## src/rtl/cabac_bitstream_buffer.sv

```systemverilog
// Bitstream shift buffer between the byte reader and the CABAC arithmetic engine.
// Fetches words on demand into an MSB-aligned buffer and serves 1..MAX_RD bit reads.
module cabac_bitstream_buffer #(
  parameter int unsigned WORD_W = 8,
  parameter int unsigned BUF_W  = 32,
  parameter int unsigned MAX_RD = 9
) (
  input  logic              clk,
  input  logic              rst,
  output logic              fetch_req,
  input  logic [WORD_W-1:0] in_data,
  input  logic              in_valid,
  input  logic              in_eof,
  input  logic              rd_req,
  input  logic [3:0]        rd_nbits,
  output logic [MAX_RD-1:0] rd_data,
  output logic              rd_valid,
  output logic              rd_underflow,
  output logic [5:0]        bits_avail
);

  localparam int unsigned     CntW     = $clog2(BUF_W + 1);
  // Fetch only while a whole word still fits, so the fill count can never exceed BUF_W.
  localparam logic [CntW-1:0] FetchThr = CntW'(BUF_W - WORD_W);
  localparam logic [CntW-1:0] WordCnt  = CntW'(WORD_W);
  localparam logic [CntW-1:0] BufCnt   = CntW'(BUF_W);

  typedef enum logic [1:0] {StIdle, StReq, StWait} state_e;

  state_e            state_q, state_d;
  logic [BUF_W-1:0]  sbuf_q, sbuf_d;
  logic [CntW-1:0]   count_q, count_d;
  logic              eof_seen_q, eof_seen_d;
  logic [MAX_RD-1:0] rd_data_q, rd_data_d;
  logic              rd_valid_q, rd_valid_d;
  logic              rd_underflow_q, rd_underflow_d;

  logic              rd_short;
  logic              rd_fire;
  logic              append;
  logic [CntW-1:0]   nbits_ext;
  logic [CntW-1:0]   cnt_post_rd;
  logic [BUF_W-1:0]  buf_post_rd;
  logic [BUF_W-1:0]  word_aligned;
  logic [MAX_RD-1:0] rd_window;
  logic [3:0]        rd_shift;

  // Read decode: a read fires when enough bits exist or EOF forces zero padding.
  always_comb begin
    nbits_ext = CntW'(rd_nbits);
    rd_short  = (count_q < nbits_ext);
    // rd_valid_q blocks evaluation so the engine can retire or replace its request.
    rd_fire   = rd_req && !rd_valid_q && (!rd_short || eof_seen_q);
    rd_window = sbuf_q[BUF_W-1 -: MAX_RD];
    rd_shift  = 4'(MAX_RD) - rd_nbits;
  end

  // Buffer datapath: consume first, then append at the post-consume fill level.
  always_comb begin
    buf_post_rd    = sbuf_q;
    cnt_post_rd    = count_q;
    rd_valid_d     = 1'b0;
    rd_underflow_d = 1'b0;
    rd_data_d      = rd_data_q;
    eof_seen_d     = eof_seen_q;
    if (rd_fire) begin
      // Bits below the fill level are always zero, so a short read pads with zeros.
      buf_post_rd    = sbuf_q << rd_nbits;
      cnt_post_rd    = rd_short ? '0 : (count_q - nbits_ext);
      rd_valid_d     = 1'b1;
      rd_underflow_d = rd_short;
      rd_data_d      = rd_window >> rd_shift;
    end
    append       = (state_q == StWait) && in_valid;
    word_aligned = {in_data, {(BUF_W - WORD_W){1'b0}}} >> cnt_post_rd;
    sbuf_d       = append ? (buf_post_rd | word_aligned) : buf_post_rd;
    count_d      = append ? (cnt_post_rd + WordCnt) : cnt_post_rd;
    if ((state_q == StWait) && !in_valid && in_eof) begin
      eof_seen_d = 1'b1;
    end
  end

  // Fetch FSM next-state: at most one outstanding request to the reader.
  always_comb begin
    state_d = state_q;
    case (state_q)
      StIdle: begin
        if (!eof_seen_q && (count_q <= FetchThr)) begin
          state_d = StReq;
        end
      end
      StReq:  state_d = StWait;
      StWait: begin
        if (in_valid || in_eof) begin
          state_d = StIdle;
        end
      end
      default: state_d = StIdle;
    endcase
  end

  // Fetch FSM output: request pulse lasts exactly the one REQ cycle.
  always_comb begin
    fetch_req = (state_q == StReq);
  end

  // State registers with synchronous reset; reset abandons any outstanding fetch.
  always_ff @(posedge clk) begin
    if (rst) begin
      state_q        <= StIdle;
      sbuf_q         <= '0;
      count_q        <= '0;
      eof_seen_q     <= 1'b0;
      rd_data_q      <= '0;
      rd_valid_q     <= 1'b0;
      rd_underflow_q <= 1'b0;
    end else begin
      state_q        <= state_d;
      sbuf_q         <= sbuf_d;
      count_q        <= count_d;
      eof_seen_q     <= eof_seen_d;
      rd_data_q      <= rd_data_d;
      rd_valid_q     <= rd_valid_d;
      rd_underflow_q <= rd_underflow_d;
    end
  end

  assign rd_data      = rd_data_q;
  assign rd_valid     = rd_valid_q;
  assign rd_underflow = rd_underflow_q;
  assign bits_avail   = 6'(count_q);

  // The fetch threshold makes overflow unreachable; flag it if it ever happens.
  a_no_overflow: assert property (@(posedge clk) disable iff (rst) count_q <= BufCnt);

endmodule

```

## config.mk

```make
export PLATFORM = sky130hd
export DESIGN_NAME = cabac_bitstream_buffer
export DESIGN_NICKNAME = d
export VERILOG_FILES = /design/src/rtl/cabac_bitstream_buffer.sv
export SDC_FILE = /design/constraint.sdc
export NUM_CORES = 1
export LEC_CHECK = 0
export CAP_MARGIN = 10
export CORE_MARGIN = 5
export CORE_UTILIZATION = 55
export CTS_CLUSTER_DIAMETER = 40
export DETAILED_ROUTE_END_ITERATION = 6
export DONT_BUFFER_PORTS = 1
export GPL_ROUTABILITY_DRIVEN = 1
export GPL_TIMING_DRIVEN = 0
export HOLD_SLACK_MARGIN = 0.02
export PLACE_DENSITY = 0.78
export SLEW_MARGIN = 20
export SYNTH_ARGS = -nofsm -noshare
export SYNTH_HDL_FRONTEND = slang
export SYNTH_SLANG_ARGS = --single-unit
export TNS_END_PERCENT = 1
```

## constraint.sdc

```tcl
create_clock -name clk -period 5 [get_ports clk]
set_clock_uncertainty 0.1 [all_clocks]
set_input_delay 1.5 -clock clk [delete_from_list [all_inputs] [get_ports clk]]
set_output_delay 1.5 -clock clk [all_outputs]
set_load 0.05 [all_outputs]
```

# After elaboration in Yosys (flattened, before gate mapping)
# Cells that the tools add are included.
# op_classes
add_sub_neg	3
n_lt_le_gt_ge	2
n_eq_ne	4
shift	3
mux	9
bitwise_logic	2
reduce_logical	15
# op_table
op	count
two-way mux 32 bit	2
bitwise OR 32 bit	1
left shift 32 x 4 -> 32 bit	1
>> shifter 32 x 6 -> 32 bit	1
two-way mux 6 bit	3
>> shifter 9 x 4 -> 9 bit	1
adder 6 x 4 -> 6 bit, second input constant	1
<= comparator 6 x 5 -> 1 bit, second input constant	1
logical AND 1 bit	6
less-than comparator 6 x 4 -> 1 bit	1
one-hot mux 2 bit (3 select lines)	1
subtractor 6 x 4 -> 6 bit	1
zero test 1 bit	4
two-way mux 2 bit	2
subtractor 4 bit, first input constant	1
== test 2 x 1 -> 1 bit, second input constant	1
== test 2 bit, second input constant	1
zero test 2 bit	1
logical OR 1 bit	2
!= test 2 x 1 -> 1 bit, second input constant	1
!= test 2 bit, second input constant	1
AND reduction 2 bit	1
OR reduction 2 bit	1
two-way mux 1 bit	1
inverter 1 bit	1
# word_totals
reg_bits	52
input_bits	17
out_inout_bits	18
word_cells	45

# Depth between registers and ports, before layout
# logic_depth
word_depth	8
mapped_depth	15
mapped_depth_nobuf	13

# Worst setup path after synthesis
# OpenSTA, ideal clock, no wires.
# synth_timing
path_type	input to register
startpoint	in rd_nbits[2]
endpoint	reg sbuf_q[19]
arrival_ns	4.781
required_ns	4.776
setup_slack_ns	-0.005
stages	14
path_cell_list	clkbuf_1 inv_1 buf_1 buf_1 ha_1 a21o_1 a2111o_1 nand2_2 and2_4 buf_6 mux2_2 a211oi_2 o21ai_1 o2bb2ai_1
# synth_via
elab_chain_cells	8
elab_cells_between_ends	12
cone_classes	1 x add/sub; 1 x order compare; 2 x shift; 4 x mux; 1 x bitwise; 3 x reduce/logical
# synth_rtl
item	line_no	source
from (decl)	15	input logic [3:0] rd_nbits,
less-than comparator 6 x 4 -> 1 bit	51	rd_short = (count_q < nbits_ext);
zero test 1 bit	53	rd_fire = rd_req && !rd_valid_q && (!rd_short || eof_seen_q);
logical OR 1 bit	53	
logical AND 1 bit	53	
two-way mux 6 bit	66	if (rd_fire) begin
>> shifter 32 x 6 -> 32 bit	75	word_aligned = {in_data, {(BUF_W - WORD_W){1'b0}}} >> cnt_post_rd;
bitwise OR 32 bit	76	sbuf_d = append ? (buf_post_rd | word_aligned) : buf_post_rd;
two-way mux 32 bit *	76	
to (signal assigned)	119	sbuf_q <= sbuf_d;
to (decl)	31	logic [BUF_W-1:0] sbuf_q, sbuf_d;
# Every way passes the cells marked *; elsewhere a longest branch is shown, timed or not.
# A chain may end at the register's enable or synchronous reset.

# Worst setup path after layout
# layout_timing
startpoint	in rd_nbits[3]
endpoint	reg sbuf_q[19]
# Same word-level chain as after synthesis.

==> impl_metrics.csv <==
group,metric,value,unit
pwr,p_sw_share,42.8,%
pwr,switchingPower,520,uW
synthesis,yosysWarnings,0,
drt,route.detailed.drc,0,
layout,finalNetCount,581,
global_routing,grt_max_degree,19,
worst_hold_path,hold_class,"register to register",
clocking,cts_tree,"done",
synthesis,synth_area,4240,um^2
sta,maxSlewHeadroom,32.7,%
worst_hold_path,whs_path_depth,1,
synthesis,async_reset_ff_share,0,%
global_routing,grt_first_pass_wirelength,23600,um
drt,drtIter0Drc,564,
status,outcome,"finished with violations",
clocking,clk_pin_slew_worst_paths,110,ps
clocking,clock_sinks,52,
sta,setup_ws,-66.3,ps
pwr,comb_power_share,37.9,%
floorplanning,initial_core_util,55.8,%
layout,syn2layout_area_growth,5.78,%
floorplanning,fp.dieH,97.8,um
sta,finalMaxSlewViolations,0,
layout,drive_gt1_share,11.6,%
clocking,cts_max_level,2,
sta,final-setup-viol-count,3,
placed_design,post-place-ws,-898,ps
sta,max_freq,197,MHz
pwr,ir_worst_vdd,174,uV
global_routing,grt_antenna_before_repair,0,
drt,drtAntennaViolNets,0,
setup_path,path_max_fanout,10,
sta,fin_crit,5070,ps
clocking,clockBufferDepth,2,
synthesis,synth_top_cell_by_area,"dfxtp_1",
synthesis,synth_edf_count,0,
synthesis,synth_top_area_share,24.5,%
drt,first_pass_iters,7,
synthesis,synthMostInstantiatedCell,"nor2_1",
placed_design,port_buffers,0,
clocking,clock_latency,320,ps
drt,viasPerCell,6.98,
synthesis,synth_commonest_cells,"nor2_1, nand2_1, dfxtp_1",
placed_design,gp_routability_congestion,0.999,
floorplanning,die_w,97.8,um
synthesis,seq_area_frac_synth,24.5,%
drt,wirelength,15100,um
synthesis,yosys-top-cells-area,"dfxtp_1, mux2i_1, nor2_1",
setup_path,timing.critical_path.required,5090,ps
global_routing,grt_overflow,0,
clocking,root_buffer,"clkbuf_8",
layout,fin_area,4490,um^2
pwr,clock_power_share,22.0,%
floorplanning,io_pins,35,
setup_path,cp_data_arrival_time,5160,ps
synthesis,ys_ff_latch,52,
global_routing,grt_pass1_vias,4229,
setup_path,worstSetupPathType,"input port to register",
synthesis,synthFlopType,"dfxtp_1",
pwr,leakagePower,1.69,nW
setup_path,worst_setup_path_start_kind,"input port",
global_routing,grt_usage,31.0,%
drt,vias,4604,
synthesis,synth_area_per_cell,7.70,um^2
floorplanning,die_area,9570,um^2
sta,period_share,101,%
synthesis,synth_fp_nets,575,
placed_design,placed_area,4370,um^2
placed_design,dp_hpwl,11400,um
pwr,power.density,271,nW/um^2
pwr,seq_power_share,40.1,%
sta,hold_viol_final,0,
setup_path,worst-r2r-cell-count,13,
flow_run,cap_violations,0,
pwr,internal-power,694,uW
clocking,cts_made_buffers,5,
layout,diodes,0,
floorplanning,core-area,7610,um^2
status,failed_checks,"negative setup slack",
floorplanning,rows,32,
sta,rsz0062_at_grt,"true",
sta,tightest_slew,1010,ps
synthesis,synthDistinctLibCells,68,
synthesis,syn_inst,551,
drt,wl_per_cell,22.9,um
layout,n_fill_cell,717,
setup_path,worstSetupEndpointType,"register",
## cells in the final DEF (no fill, tap or decap), drive strengths merged, types with 3 or more instances in the layout
cell type | synthesis | routed
nor2 | 83 | 83
o2bb2ai | 7 | 7
nand2b | 4 | 4
a21boi | 3 | 3
buf | 18 | 18
nor2b | 3 | 3
nor3 | 12 | 12
a22oi | 6 | 6
mux2i | 35 | 35
a31oi | 10 | 10
a211oi | 22 | 22
mux2 | 14 | 14
and2 | 14 | 14
dfxtp | 52 | 52
a221oi | 9 | 9
o22ai | 15 | 15
o21ai | 27 | 27
nand3 | 15 | 15
o211ai | 4 | 4
xor2 | 3 | 3
mux4 | 9 | 9
a21oi | 43 | 43
clkbuf | 22 | 26
ha | 6 | 6
nand2 | 55 | 55
xnor2 | 3 | 3
clkinvlp | 0 | 3
inv | 11 | 11
o221ai | 3 | 3
a21o | 5 | 5
## final timing paths
check | from | endpoint | slack (ps)
min | state_q[1] | state_q[0] | 360
max | rd_nbits[3] | sbuf_q[19] | -70
max reg2reg | bits_avail[0] | sbuf_q[19] | 1040
min reg2reg | state_q[1] | state_q[0] | 360
## worst max-delay path, stage by stage
cell and delay (ps):
clkbuf_2 210, inv_1 270, clkbuf_1 530, ha_1 410, a2111o_1 510, nand2_2 140
and2_4 180, buf_6 140, mux2_2 370, a211oi_2 450, o21ai_1 260, o2bb2ai_1 180
## logic make-up (layout without fill, tap and decap cells)
group                    count (synthesis)  count (layout)  synth area share, %
adder cells (fa/ha/maj)                  7               7                 2.24
XOR/XNOR                                 6               6                 1.24
multiplexers                            58              58                 16.8
buffers and inverters                   51              58                 5.10
AO/OA/AOI/OAI                          180             180                 29.3
flip-flops                              52              52                 24.5
AND/OR/NAND/NOR                        197             197                 20.7
## state kept, by name, summed over array words and instances, names as in the netlist
register      cells
state_q           2
rd_data           9
rd_underflow      1
rd_valid          1
sbuf_q           32
bits_avail        6
eof_seen_q        1
## through the flow
step | instances | hold WS [ps] | power (mW) | setup TNS [ps] | util, %
after detailed placement | 653 | 345 | 0.932 | -26000 | 57.5
after CTS | 661 | 359 | 1.19 | 0 | 58.9
after floorplan | 551 | 321 | 0.812 | 0 | -
final | 660 | 359 | 1.21 | -177 | 59.0
after global placement | 653 | 336 | 0.930 | -24370 | 57.5
after global routing | 660 | 394 | 1.26 | -500 | 59.0
## cell type report
class,count,area [um^2],area share (%)
tap,102,128,2.84
sequential,52,1040,23.2
timing repair buffer,1,7.51,0.167
multi-input combinational,448,3000,66.8
clock inverter,3,26.3,0.586
buffer,38,173,3.85
clock buffer,5,68.8,1.53
inverter,11,45.0,1.00
## routing by layer
layer	wire [um]	share of wire [%]	vias up	track usage [%]
met5	0	0	-	0
met4	705	4.7	0	12.2
met3	1660	11	62	6.86
met2	6450	43	303	47.0
met1	6300	42	2170	43.1
li1	-	-	2069	-
## power by group through the flow
stage | logic, mW | registers [mW] | clock network (mW)
final | 0.460 | 0.487 | 0.267
after CTS | 0.442 | 0.485 | 0.266
after detailed placement | 0.437 | 0.495 | 0
after floorplan | 0.326 | 0.485 | 0
after global placement | 0.435 | 0.494 | 0
after global routing | 0.491 | 0.489 | 0.284
## what timing repair did
item                       4_1_cts  5_1_grt
setup buffers                    1        0
setup endpoints to repair       40       29
resized for setup                5        4
cloned                           0        0
hold buffers                     0        0
No activity file was read; power rests on OpenSTA's default activity.
